`src/rtl/lcd_pkg.sv`:
```
// lcd_pkg
// Shared definitions for the LCD display path. It holds the panel geometry,
// the RGB565 colour constants, the frame sequencer state encoding and the
// frame mode (read from the pixel source, or fill with a constant colour).
package lcd_pkg;

  localparam int LCD_WIDTH  = 240;
  localparam int LCD_HEIGHT = 320;

  localparam logic [15:0] COLOR_BLACK = 16'h0000;
  localparam logic [15:0] COLOR_WHITE = 16'hFFFF;

  typedef enum logic [2:0] {
    ST_WAIT_INIT = 3'd0,
    ST_IDLE      = 3'd1,
    ST_FETCH     = 3'd2,
    ST_CAPTURE   = 3'd3,
    ST_PRINT     = 3'd4,
    ST_GAP       = 3'd5,
    ST_DONE      = 3'd6
  } seq_state_t;

  typedef enum logic {
    MODE_READ = 1'b0,
    MODE_FILL = 1'b1
  } seq_mode_t;

endpackage

```
`src/rtl/lcd_frame_sequencer_if.sv`:
```
// lcd_frame_sequencer_if
// Groups the pixel-source read port and the lt24_lcd_driver connection.
//   rd_en / rd_x / rd_y : read strobe and coordinate toward the pixel source
//   rd_rgb              : source data, valid the cycle after rd_en
//   lcd_pixel_rgb       : colour presented to the driver
//   lcd_print           : one-cycle print pulse to the driver
//   lcd_initialized     : driver ready flag
// The master modport is the sequencer side. The slave modport is the
// source/driver side.
interface lcd_frame_sequencer_if #(
  parameter int X_W = 8,
  parameter int Y_W = 9
);

  logic           rd_en;
  logic [X_W-1:0] rd_x;
  logic [Y_W-1:0] rd_y;
  logic [15:0]    rd_rgb;
  logic [15:0]    lcd_pixel_rgb;
  logic           lcd_print;
  logic           lcd_initialized;

  modport master (
    output rd_en, rd_x, rd_y, lcd_pixel_rgb, lcd_print,
    input  rd_rgb, lcd_initialized
  );

  modport slave (
    input  rd_en, rd_x, rd_y, lcd_pixel_rgb, lcd_print,
    output rd_rgb, lcd_initialized
  );

endinterface

```
`src/rtl/lcd_raster_counter.sv`:
```
// lcd_raster_counter
// Walks (x,y) through a frame in raster order. x runs fastest.
//   clk, reset (async, active-low), en (clock enable)
//   clear      : return to (0,0). This has priority over advance.
//   advance    : step to the next pixel. Advancing from the last pixel
//                returns to (0,0), so the coordinates never pass HEIGHT-1.
//   x, y       : current coordinate
//   last_pixel : high while at (WIDTH-1, HEIGHT-1)
module lcd_raster_counter
  import lcd_pkg::*;
#(
  parameter int WIDTH  = LCD_WIDTH,
  parameter int HEIGHT = LCD_HEIGHT,
  parameter int X_W    = $clog2(WIDTH),
  parameter int Y_W    = $clog2(HEIGHT)
) (
  input  logic           clk,
  input  logic           reset,
  input  logic           en,
  input  logic           clear,
  input  logic           advance,
  output logic [X_W-1:0] x,
  output logic [Y_W-1:0] y,
  output logic           last_pixel
);

  logic line_end;

  assign line_end   = (x == X_W'(WIDTH - 1));
  assign last_pixel = line_end && (y == Y_W'(HEIGHT - 1));

  always_ff @(posedge clk or negedge reset) begin
    if (!reset) begin
      x <= '0;
      y <= '0;
    end else if (en) begin
      if (clear || (advance && last_pixel)) begin
        x <= '0;
        y <= '0;
      end else if (advance) begin
        if (line_end) begin
          x <= '0;
          y <= y + 1'b1;
        end else begin
          x <= x + 1'b1;
        end
      end
    end
  end

endmodule

```
`src/rtl/lcd_frame_sequencer.sv`:
```
// lcd_frame_sequencer
// Streams a full frame into the address-less lt24_lcd_driver. Each print
// writes the next pixel in raster order. Pixel colour comes from the pixel
// source (READ mode, 1-cycle read latency) or from a latched fill colour
// (FILL mode).
//   clk, reset (async, active-low), en (clock enable, freezes everything)
//   refresh_req : start a READ frame. fill_req : start a FILL frame with fill_rgb.
//   busy        : frame in progress. frame_done : pulse after the last gap.
//   bus         : pixel-source read port and driver connection (master side)
module lcd_frame_sequencer
  import lcd_pkg::*;
#(
  parameter int WIDTH     = LCD_WIDTH,
  parameter int HEIGHT    = LCD_HEIGHT,
  parameter int PRINT_GAP = 4,
  parameter int X_W       = $clog2(WIDTH),
  parameter int Y_W       = $clog2(HEIGHT)
) (
  input  logic                 clk,
  input  logic                 reset,
  input  logic                 en,
  input  logic                 refresh_req,
  input  logic                 fill_req,
  input  logic [15:0]          fill_rgb,
  output logic                 busy,
  output logic                 frame_done,
  lcd_frame_sequencer_if.master bus
);

  localparam int GAP_W = $clog2(PRINT_GAP + 1);

  seq_state_t     state;
  seq_mode_t      mode;
  logic [GAP_W-1:0] gap_cnt;
  logic           rd_en_q;
  logic           print_q;
  logic           done_q;
  logic           busy_q;
  logic [15:0]    pixel_q;

  logic [X_W-1:0] x;
  logic [Y_W-1:0] y;
  logic           last_pixel;

  logic           abort;
  logic           accept;
  logic           gap_end;
  logic           cnt_clear;
  logic           cnt_advance;

  // Losing the driver in any active state sends us back to WAIT_INIT.
  // The raster counter clears on acceptance, on abort, and when the
  // frame completes, so every frame starts from (0,0).
  always_comb begin
    abort       = 1'b0;
    accept      = 1'b0;
    gap_end     = 1'b0;
    cnt_clear   = 1'b0;
    cnt_advance = 1'b0;
    abort       = (state != ST_WAIT_INIT) && !bus.lcd_initialized;
    accept      = (state == ST_IDLE) && !abort && (fill_req || refresh_req);
    gap_end     = (state == ST_GAP) && !abort && (gap_cnt == GAP_W'(1));
    cnt_clear   = abort || accept || (gap_end && last_pixel);
    cnt_advance = gap_end && !last_pixel;
  end

  lcd_raster_counter #(
    .WIDTH  (WIDTH),
    .HEIGHT (HEIGHT),
    .X_W    (X_W),
    .Y_W    (Y_W)
  ) u_raster (
    .clk        (clk),
    .reset      (reset),
    .en         (en),
    .clear      (cnt_clear),
    .advance    (cnt_advance),
    .x          (x),
    .y          (y),
    .last_pixel (last_pixel)
  );

  // The pulse registers (rd_en_q, print_q, done_q) are set when the FSM
  // enters FETCH, PRINT or DONE. Each one then matches its state for
  // exactly one enabled cycle. If en is low they hold, so the pulse is
  // reissued once en returns.
  always_ff @(posedge clk or negedge reset) begin
    if (!reset) begin
      state   <= ST_WAIT_INIT;
      mode    <= MODE_READ;
      gap_cnt <= '0;
      rd_en_q <= 1'b0;
      print_q <= 1'b0;
      done_q  <= 1'b0;
      busy_q  <= 1'b0;
      pixel_q <= COLOR_BLACK;
    end else if (en) begin
      rd_en_q <= 1'b0;
      print_q <= 1'b0;
      done_q  <= 1'b0;
      if (abort) begin
        state   <= ST_WAIT_INIT;
        mode    <= MODE_READ;
        gap_cnt <= '0;
        busy_q  <= 1'b0;
      end else begin
        case (state)
          ST_WAIT_INIT: begin
            if (bus.lcd_initialized) state <= ST_IDLE;
          end
          ST_IDLE: begin
            if (fill_req) begin
              mode    <= MODE_FILL;
              pixel_q <= fill_rgb;
              busy_q  <= 1'b1;
              print_q <= 1'b1;
              state   <= ST_PRINT;
            end else if (refresh_req) begin
              mode    <= MODE_READ;
              busy_q  <= 1'b1;
              rd_en_q <= 1'b1;
              state   <= ST_FETCH;
            end
          end
          ST_FETCH: begin
            state <= ST_CAPTURE;
          end
          ST_CAPTURE: begin
            pixel_q <= bus.rd_rgb;
            print_q <= 1'b1;
            state   <= ST_PRINT;
          end
          ST_PRINT: begin
            gap_cnt <= GAP_W'(PRINT_GAP);
            state   <= ST_GAP;
          end
          ST_GAP: begin
            gap_cnt <= gap_cnt - 1'b1;
            if (gap_end) begin
              if (last_pixel) begin
                done_q <= 1'b1;
                busy_q <= 1'b0;
                state  <= ST_DONE;
              end else if (mode == MODE_FILL) begin
                print_q <= 1'b1;
                state   <= ST_PRINT;
              end else begin
                rd_en_q <= 1'b1;
                state   <= ST_FETCH;
              end
            end
          end
          ST_DONE: begin
            state <= ST_IDLE;
          end
          default: begin
            state <= ST_WAIT_INIT;
          end
        endcase
      end
    end
  end

  // The print pulse is also masked by lcd_initialized. If the driver drops
  // out in the same cycle as a pending print, that print is never issued.
  assign bus.rd_en         = rd_en_q & en;
  assign bus.rd_x          = x;
  assign bus.rd_y          = y;
  assign bus.lcd_pixel_rgb = pixel_q;
  assign bus.lcd_print     = print_q & en & bus.lcd_initialized;
  assign busy              = busy_q;
  assign frame_done        = done_q & en;

endmodule

```
`src/flat_wrapper.sv`:
```
// flat-port wrapper written by rule: the top's interface ports become plain ports
module lcd_frame_sequencer_flat import lcd_pkg::*;
#(
  parameter int WIDTH     = LCD_WIDTH,
  parameter int HEIGHT    = LCD_HEIGHT,
  parameter int PRINT_GAP = 4,
  parameter int X_W       = $clog2(WIDTH),
  parameter int Y_W       = $clog2(HEIGHT)
)
  (clk, reset, en, refresh_req, fill_req, fill_rgb, busy, frame_done, bus_rd_en, bus_rd_x, bus_rd_y, bus_lcd_pixel_rgb, bus_lcd_print, bus_rd_rgb, bus_lcd_initialized);
  lcd_frame_sequencer_if #(.X_W(X_W), .Y_W(Y_W)) bus_i ();
  input  logic clk;
  input  logic reset;
  input  logic en;
  input  logic refresh_req;
  input  logic fill_req;
  input  logic [15:0] fill_rgb;
  output logic busy;
  output logic frame_done;
  output wire logic [$bits(bus_i.rd_en)-1:0] bus_rd_en;
  output wire logic [$bits(bus_i.rd_x)-1:0] bus_rd_x;
  output wire logic [$bits(bus_i.rd_y)-1:0] bus_rd_y;
  output wire logic [$bits(bus_i.lcd_pixel_rgb)-1:0] bus_lcd_pixel_rgb;
  output wire logic [$bits(bus_i.lcd_print)-1:0] bus_lcd_print;
  input wire logic [$bits(bus_i.rd_rgb)-1:0] bus_rd_rgb;
  input wire logic [$bits(bus_i.lcd_initialized)-1:0] bus_lcd_initialized;
  assign bus_rd_en = bus_i.rd_en;
  assign bus_rd_x = bus_i.rd_x;
  assign bus_rd_y = bus_i.rd_y;
  assign bus_lcd_pixel_rgb = bus_i.lcd_pixel_rgb;
  assign bus_lcd_print = bus_i.lcd_print;
  assign bus_i.rd_rgb = bus_rd_rgb;
  assign bus_i.lcd_initialized = bus_lcd_initialized;
  lcd_frame_sequencer #(.WIDTH(WIDTH), .HEIGHT(HEIGHT), .PRINT_GAP(PRINT_GAP), .X_W(X_W), .Y_W(Y_W)) u_core (.clk(clk), .reset(reset), .en(en), .refresh_req(refresh_req), .fill_req(fill_req), .fill_rgb(fill_rgb), .busy(busy), .frame_done(frame_done), .bus(bus_i));
endmodule
```
`config.mk`:
```
export PLATFORM = sky130hd
export DESIGN_NAME = lcd_frame_sequencer_flat
export DESIGN_NICKNAME = d
export VERILOG_FILES = /design/src/rtl/lcd_pkg.sv /design/src/rtl/lcd_frame_sequencer_if.sv /design/src/rtl/lcd_raster_counter.sv /design/src/rtl/lcd_frame_sequencer.sv /design/src/flat_wrapper.sv
export SDC_FILE = /design/constraint.sdc
export NUM_CORES = 1
export LEC_CHECK = 0
export CAP_MARGIN = 20
export CELL_PAD_IN_SITES_DETAIL_PLACEMENT = 0
export CELL_PAD_IN_SITES_GLOBAL_PLACEMENT = 1
export CORE_MARGIN = 10
export CORE_UTILIZATION = 35
export DETAILED_ROUTE_END_ITERATION = 12
export GPL_ROUTABILITY_DRIVEN = 0
export HOLD_SLACK_MARGIN = 0.02
export PLACE_DENSITY = 0.85
export SYNTH_ARGS = -nofsm -noshare
export SYNTH_HDL_FRONTEND = slang
export SYNTH_HIERARCHICAL = 1
export SYNTH_SLANG_ARGS = --single-unit
export TNS_END_PERCENT = 20
```
`constraint.sdc`:
```
create_clock -name clk -period 3 [get_ports clk]
set_input_delay 0.45 -clock clk [delete_from_list [all_inputs] [get_ports clk]]
set_output_delay 0.45 -clock clk [all_outputs]
set_load 0.005 [all_outputs]
```
==> results list, run 1 <==
* Hold Vio Cnt, Final: 0
- 0 antenna diodes ended up in the layout.
- Effective utilization at floorplan: a little over a third
- The final layout contains routed wiring with a total length of 6.67 mm.
* Startpoint types: flip-flop
* Total via count in the routed design: 2269
- After detailed routing, the average wire length per cell comes to 15.1 µm.
* Number of cells traversed by the worst hold path: 2
- The HPWL after detailed placement is 4.90 mm.
* Remaining routing DRC violations: 0
- After the first detailed-routing iteration, the DRC count stood at approximately 140.
- The pre-antenna-repair detailed-routing pass consisted of 4 iterations.
- Post-synthesis instance area: 0.00247 mm²
* Buffer levels on the longest clock path: 2
* Critical path type: flip-flop to flip-flop
* Proportion of layout cells with a drive suffix above 1: 10.1%
- TritonCTS built the clock tree.
* Skew-Pair Late Insertion Delay: 290 ps
- Kind of capture point of the worst setup path: flip-flop
- The via count of the first global-routing pass came to 2251.
* Number of flops mapped to enable cells by yosys: 0
- Post-synthesis average cell area: 9.28 µm²
- The worst register-to-register path begins at u_core/u_raster/y[0].
- Number of storage elements in the synthesis netlist: 44
* Primary flip-flop cell chosen by synthesis mapping: sky130_fd_sc_hd__dfrtp_1
- The filler cells instantiated in the layout total 672.
* Yosys top cell area share: 44.6%
- The worst register-to-register path has a depth of 10.
- In the post-synthesis netlist, the cell with the most instances is sky130_fd_sc_hd__dfrtp_1.
* Die height: 104 µm
- Maximum ir drop on the vdd rail: around 0.27 mV
- Counting the buffers created by CTS gives 5.
* Worst hold start: u_core/bus.lcd_pixel_rgb[15]
- At the placement stage, the worst setup path has a slack of around 100 ps.
* Critical Path Source: u_core/u_raster/y[0]
- Htree depth: 2
* Required time of the critical path: roughly 3200 ps
* Sink Count: 44
- The worst pin sits at a relative slew slack of 54.8%.
* Commonest cells in the synthesized netlist: 44 x sky130_fd_sc_hd__dfrtp_1, 35 x sky130_fd_sc_hd__nand2_1, 31 x sky130_fd_sc_hd__o21ai_0, 16 x sky130_fd_sc_hd__mux2i_1, 14 x sky130_fd_sc_hd__nor2_1
- Cells taking the most area after synthesis: sky130_fd_sc_hd__dfrtp_1 45%, sky130_fd_sc_hd__mux2i_1 6.5%, sky130_fd_sc_hd__o21ai_0 6.3%
- Total congestion overflow after global routing: 0
- Setup violations remaining at the end of the flow were counted as 0.
- Die outline width: about 100 µm
- Final Cell Area: 0.00347 mm²
* Power per cell area: between 500 and 600 mW/mm²
- Cell accounting for the most synthesized area: sky130_fd_sc_hd__dfrtp_1
- Unique cell type count in the Yosys netlist: 54
- Timing would allow up to 365 MHz.
* Largest net degree at the start of global routing: 45
- Clock-pin slew was measured on the worst setup and hold paths at 80 ps.
- Worst Hold Endpoint: u_core/bus.lcd_pixel_rgb[15]
* Syn nets: 308
- Once detail routing completed, the nets flagged for antenna violations numbered 0.
* DP Area: approximately 0.0033 mm²
- Sequential share of the synthesized area: between 40% and 50%
- Clock Tree Root: sky130_fd_sc_hd__clkbuf_8
- Critical Path Fanout Max: 8
- Fin. max-slew vios: 0
- The run finished with clean final reports.
- Core footprint: 0.00683 mm²
* Drt via density: around 5
- Synthesis warning total: 6
- Leakage power total: around 1.5 nW
- For the pin with the worst max-slew slack, the measured transition is 670 ps.
* Initial antenna violation count: 0
* Count of max-cap constraint violations: 0
- The floorplan step defined a die boundary enclosing 0.0108 mm².
- Minimum hold slack: 484 ps
* Instance count of the mapped netlist: 266
- Global routing used 12.1% of the available tracks across all layers.
- Number of I/O port buffers: 74
- Critical path data arrival time: 2960 ps
* Pwr Total: 2.03 mW
* Worst R2R Setup Slack: 260 ps
- In the post-route analysis, the smallest setup slack over all paths is 260 ps.
* Share of async-settable or async-resettable flops after synthesis: between 90% and 100%
- Final Cycle Share: 91.3%
* I/O pin cnt: 75
- The area growth from synthesis to layout is 40.5%.
- Min-delay worst type: flip-flop to flip-flop
- Standard-cell row count: 30
- In this run the critical register-to-register path is captured at u_core/u_raster/y[7].
- Wire length of the first global-routing pass: 11.2 mm
- Maximum clock skew at final layout: 5.41 ps
- Setup repair after global routing left no endpoint under its margin.
- Fin Setup TNS: 0 ps
* Final nets: 387
- The clock period could shrink to roughly 2700 ps.
[cell families (layout without fill, tap and decap cells)]
kind of cell	Yosys count	after routing	share of synthesized area, %
flops	44	44	44.6
xor+xnor	2	2	0.710
compound gates	72	72	19.1
simple gates	101	101	21.2
buf+inv	24	104	4.41
fa+ha+maj	4	4	2.03
mux	19	19	8.01
[how the worst max path moves through the flow]
stage               depth (start not counted)              endpoint  slack, ps
floorplan                                  10  u_core/u_raster/y[4]        360
global placement                            9  u_core/u_raster/y[7]        190
detailed placement                          9  u_core/u_raster/y[7]        100
CTS                                        10  u_core/u_raster/y[7]        130
global route                               10  u_core/u_raster/y[7]         70
finish                                     10  u_core/u_raster/y[7]        260
[sequential cells by signal (all words and copies together) (netlist names)]
signal and flops:
u_core/bus.lcd_pixel_rgb 16, u_core/u_raster/y 9, u_core/state 3, u_core/print_q 1, u_core/busy 1, u_core/rd_en_q 1
u_core/done_q 1, u_core/u_raster/x 8, u_core/gap_cnt 3, u_core/mode 1
[per-stage QoR]
step                cells  util (%)
finish                442      50.8
floorplan             266         -
detailed placement    432      48.8
CTS                   440      50.1
global placement      432      48.8
global route          442      50.8
[layout make-up]
type	instances	area, µm²	share of cell area (%)
inverter	10	37.5	1.08
tap	96	120	3.46
timing repair buffer	86	841	24.2
multi-input combinational	198	1280	36.9
clock buffer	8	90.1	2.60
sequential	44	1100	31.7
[repair_timing]
action | 4_1_cts | 5_1_grt
hold buffers | 0 | 1
resized for setup | 0 | 4
hold endpoints to repair | 0 | 4
setup buffers | 0 | 0
endpoints found under the setup margin | 0 | 4
[metal layers]
layer | vias up | GRT usage, % | part of all wire [%]
met5 | - | 0 | 0
met4 | 0 | 3.78 | 1.1
met3 | 4 | 3.72 | 6.5
met2 | 63 | 19.3 | 47
met1 | 1084 | 15.2 | 45
li1 | 1118 | - | -
[placed cells by master, fill, tap and decap left out, drive strengths merged, types with 2 or more instances in the layout]
master,n
o41ai,2
o31ai,5
o2111ai,2
buf,12
a31oi,2
nor3,4
inv,10
or3,5
dfrtp,44
a31o,2
a21oi,13
nor2b,7
o21ai,32
mux2i,16
nor2,14
clkdlybuf4s50,73
and3,4
nand3,6
clkbuf,8
nand4,4
nand2,36
mux2,3
and2,2
ha,4
a21o,2
o22ai,2
or3b,2
nand2b,6
or4,4
[critical path, stage by stage (launching register included)]
cell,delay (ps)
sky130_fd_sc_hd__dfrtp_1,450
sky130_fd_sc_hd__ha_1,250
sky130_fd_sc_hd__and4_1,230
sky130_fd_sc_hd__nand4_1,140
sky130_fd_sc_hd__inv_1,190
sky130_fd_sc_hd__a22o_1,180
sky130_fd_sc_hd__buf_4,160
sky130_fd_sc_hd__o21a_2,210
sky130_fd_sc_hd__nand4_1,230
sky130_fd_sc_hd__or4_1,460
sky130_fd_sc_hd__a21oi_1,170
[where the power goes]
| group | internal, mW | switching, mW |
|---|---|---|
| Combinational | 0.437 | 0.333 |
| Sequential | 0.745 | 0.126 |
| Clock | 0.188 | 0.198 |
| Total | 1.37 | 0.658 |
No activity file was read; power rests on OpenSTA's default activity.
==> run 2, diff against run 1 <==
--- a/config.mk
+++ b/config.mk
@@ -8,12 +8,12 @@
 export CAP_MARGIN = 20
 export CELL_PAD_IN_SITES_DETAIL_PLACEMENT = 0
 export CELL_PAD_IN_SITES_GLOBAL_PLACEMENT = 1
-export CORE_MARGIN = 10
-export CORE_UTILIZATION = 35
+export CORE_MARGIN = 8
+export CORE_UTILIZATION = 31
 export DETAILED_ROUTE_END_ITERATION = 12
 export GPL_ROUTABILITY_DRIVEN = 0
 export HOLD_SLACK_MARGIN = 0.02
-export PLACE_DENSITY = 0.85
+export PLACE_DENSITY = 0.8
 export SYNTH_ARGS = -nofsm -noshare
 export SYNTH_HDL_FRONTEND = slang
 export SYNTH_HIERARCHICAL = 1
==> constraint.sdc (replaced) <==
create_clock -name clk -period 2.5 [get_ports clk]
set_input_delay 0.375 -clock clk [delete_from_list [all_inputs] [get_ports clk]]
set_output_delay 0.375 -clock clk [all_outputs]
set_load 0.005 [all_outputs]
==> results list, run 2 (same netlist as run 1, synthesis figures left out) <==
- The cell-internal power came to 1.80 mW (+32%).
- The via count of the first global-routing pass came to 2579 (+15%).
* Count of max-cap constraint violations: 0 (unchanged)
* Clock Tree Root: sky130_fd_sc_hd__clkbuf_8
* TritonCTS clock tree: built
- Total buffers and inverters traversed by the critical path: 3 (+1)
- Die outline width: 105 µm (+1.2%)
- Largest net degree at the start of global routing: 21 (-53%)
- The library cell used most frequently in the layout, excluding fill and tap cells, is sky130_fd_sc_hd__clkdlybuf4s50_1.
* Proportion of layout cells with a drive suffix above 1: 20.2% (+10 points)
* Area added between synthesis and finish: 53.4%
- Net switching power: 0.839 mW (+27%)
* Slew Limit Headroom: 56.8% (+2.0 points)
- The routed length per placed instance came to 14.6 µm (-2.9%).
- Drt via density: 4.96 (-3.3%)
- Worst Reg-to-Reg Cells: 10 (unchanged)
* Initial antenna violation count: 0 (unchanged)
* Aggregate global-route resource usage: 12.8% (+0.68 points)
- Number of I/O port buffers: 74 (unchanged)
* F_max: 404 MHz (+11%)
- Violation count after the first detailed-routing iteration: 84 (-41%)
- Length of the first detailed-routing pass in iterations: 4 (unchanged)
- Unrepaired setup endpoints after global routing: true
* Die height: 105 µm (+1.2%)
* Longest individual stage delay on the worst path: 470 ps (about the same)
* Leading cell types in the layout, fill and taps excluded: 73 x sky130_fd_sc_hd__clkdlybuf4s50_1, 45 x sky130_fd_sc_hd__buf_4, 44 x sky130_fd_sc_hd__dfrtp_1
- The critical path in this run is classified as flip-flop to flip-flop.
- Kind of capture point of the worst setup path: flip-flop
- Post-layout instance count excluding filler cells: 483 (+9.3%)
- Count of placed standard cells including taps: 471 (+9.0%)
- The largest driver fanout on the critical path was 5 (-3).
* Final wirelength: 7.07 mm (+6.1%)
- Combinational fraction of design power: 40.4% (+2.4 points)
- Standard-cell row count: 32 (+6.7%)
* Maximum clock skew at final layout: 10.3 ps (+4.88 ps)
* Wire length of the first global-routing pass: 12.0 mm (+7.9%)
- Sink Count: 44 (unchanged)
- The setup slack of the worst register-to-register path came to 20 ps (-240 ps).
* Switching power share of the total: 31.7% (-0.71 points)
- The total leakage power came to 1.71 nW (+12%).
* Hold Vio Cnt, Final: 0 (unchanged)
- Final Cell Area: 0.00379 mm² (+9.2%)
- The largest vdd supply drop was 0.306 mV (+15%).
* Critical-path cell with the highest stage delay: sky130_fd_sc_hd__or4_4
- STA classifies the critical path startpoint as a flip-flop.
- Ordered cell list for the critical path: nor4bb_2 -> buf_4 -> nand4_1 -> inv_2 -> a22o_1 -> buf_4 -> o21a_4 -> nand4_1 -> or4_4 -> a21oi_2
* Number of buffers inserted for hold repair after clock tree synthesis: 0 (unchanged)
- The latest clock arrival within the worst-skew pair came to 300 ps (about the same).
- Remaining routing DRC violations: 0 (unchanged)
- Clock-pin slew on the worst setup and hold paths: 90 ps (about the same)
- Effective utilization at floorplan: 31.9% (-4.2 points)
* Count of endpoints failing setup in the final report: 0 (unchanged)
- Final min period: 2480 ps (-264 ps)
- Antenna-violating nets left: 0 (unchanged)
* Htree depth: 2 (unchanged)
- The die area came to 0.0111 mm² (+2.4%).
* Seq pwr share: 38.8% (-4.2 points)
* Final Cycle Share: 99.0% (+7.7 points)
* Worst R2R End: u_core/u_raster/y[5]
- Critical path data arrival time: 2710 ps (-250 ps)
- Required time of the critical path: 2740 ps (-480 ps)
* Number of buffers created by CTS: 5 (unchanged)
- The top-level I/O count is 75 (unchanged).
* Sum of net half-perimeters after detailed placement: 5.46 mm (+11%)
- The min-delay analysis places its worst path in the category input port to async pin.
* Total congestion overflow after global routing: 0 (unchanged)
- Outcome: finished clean
- Family with the most delay on the worst path: simple AND/OR/NAND/NOR gates
- The area of placed instances is 0.00360 mm² (+7.9%).
- Total via count in the routed design: 2398 (+5.7%)
* Fin. max-slew vios: 0 (unchanged)
* Core footprint: 0.00773 mm² (+13%)
- The power per unit of standard cell area was 698 mW/mm² (+19%).
* Flip-flop count of the largest register after layout: 16 (unchanged)
- The number of antenna cells inserted was 0 (unchanged).
- Buffer levels on the longest clock path: 2 (unchanged)
- Part of the power in the clock network: 20.8% (+1.7 points)
- Slew at the pin closest to its max-slew limit: 648 ps (-22.7 ps)
- Reg2Reg Launch Point: u_core/u_raster/y[7]
- Final nets: 422 (+9.0%)
run 2: changes by cell type in the layout (fill, tap and decap cells not counted), moves of 2 or more:
cell | before | now
sky130_fd_sc_hd__buf_4 | 10 | 45
sky130_fd_sc_hd__or4_4 | 0 | 2
sky130_fd_sc_hd__clkbuf_1 | 2 | 0
sky130_fd_sc_hd__buf_6 | 0 | 2
sky130_fd_sc_hd__or4_1 | 4 | 2
sky130_fd_sc_hd__a21oi_1 | 11 | 9
run 2: metrics by stage:
step	util [%]	setup TNS, ps	power [mW]	worst slack (ps)	hold slack, ps
final	49.0	0	2.64	24.4	37.8
after global routing	49.0	-378	2.84	-142	54.8
after CTS	48.1	0	2.65	0.864	40.7
after detailed placement	46.6	-773	2.09	-174	371
after global placement	46.4	-301	2.06	-82.1	363
after floorplan	-	0	1.47	2.11	79.4
run 2: power groups by stage:
stage / clock network, mW / registers (mW) / logic (mW)
detailed placement: 0 / 1.04 / 1.05
floorplan: 0 / 1.03 / 0.433
global route: 0.597 / 1.05 / 1.19
CTS: 0.570 / 1.03 / 1.05
finish: 0.550 / 1.02 / 1.07
global placement: 0 / 1.03 / 1.03
run 2: timing repair:
action,in CTS,in global routing
pin swaps,3,4
cloned,0,0
resized for setup,2,9
setup buffers,0,4
setup endpoints to repair,3,13
run 2: layout make-up:
type	count	area, µm²
clock buffers	5	68.8
clock inverters	3	42.5
fillers	734	3940
inverters	10	37.5
multi-input cells	198	1310
flip-flops and latches	44	1100
well taps	102	128
repair buffers	121	1100
run 2: worst register-to-register path, cell delays in order (launching register included):
cell and delay (ps):
sky130_fd_sc_hd__dfrtp_1 410, sky130_fd_sc_hd__nor4bb_2 330, sky130_fd_sc_hd__buf_4 170, sky130_fd_sc_hd__nand4_1 140, sky130_fd_sc_hd__inv_2 130, sky130_fd_sc_hd__a22o_1 180, sky130_fd_sc_hd__buf_4 130, sky130_fd_sc_hd__o21a_4 130
sky130_fd_sc_hd__nand4_1 180, sky130_fd_sc_hd__or4_4 470, sky130_fd_sc_hd__a21oi_2 140
run 2: routing by layer:
layer	up-vias	share of wire (%)	global-route usage, %
li1	1188	-	-
met1	1138	44	14.9
met2	63	48	21.7
met3	9	6.4	4.08
met4	0	1.2	4.08
met5	-	0	0
run 2: worst max path at each step:
| stage | start | endpoint | slack (ps) | cells past startpoint |
|---|---|---|---|---|
| 6_report | u_core/u_raster/y[7] | u_core/u_raster/y[5] | 20 | 10 |
| 5_1_grt | u_core/u_raster/y[7] | u_core/u_raster/y[5] | -140 | 10 |
| 4_1_cts | u_core/u_raster/y[0] | u_core/u_raster/y[7] | 0.9 | 10 |
| 3_5_place_dp | bus_lcd_initialized | u_core/u_raster/y[7] | -170 | 10 |
| 3_3_place_gp | bus_lcd_initialized | u_core/u_raster/y[7] | -80 | 10 |
| 2_1_floorplan | u_core/u_raster/x[0] | u_core/u_raster/y[4] | 2 | 10 |
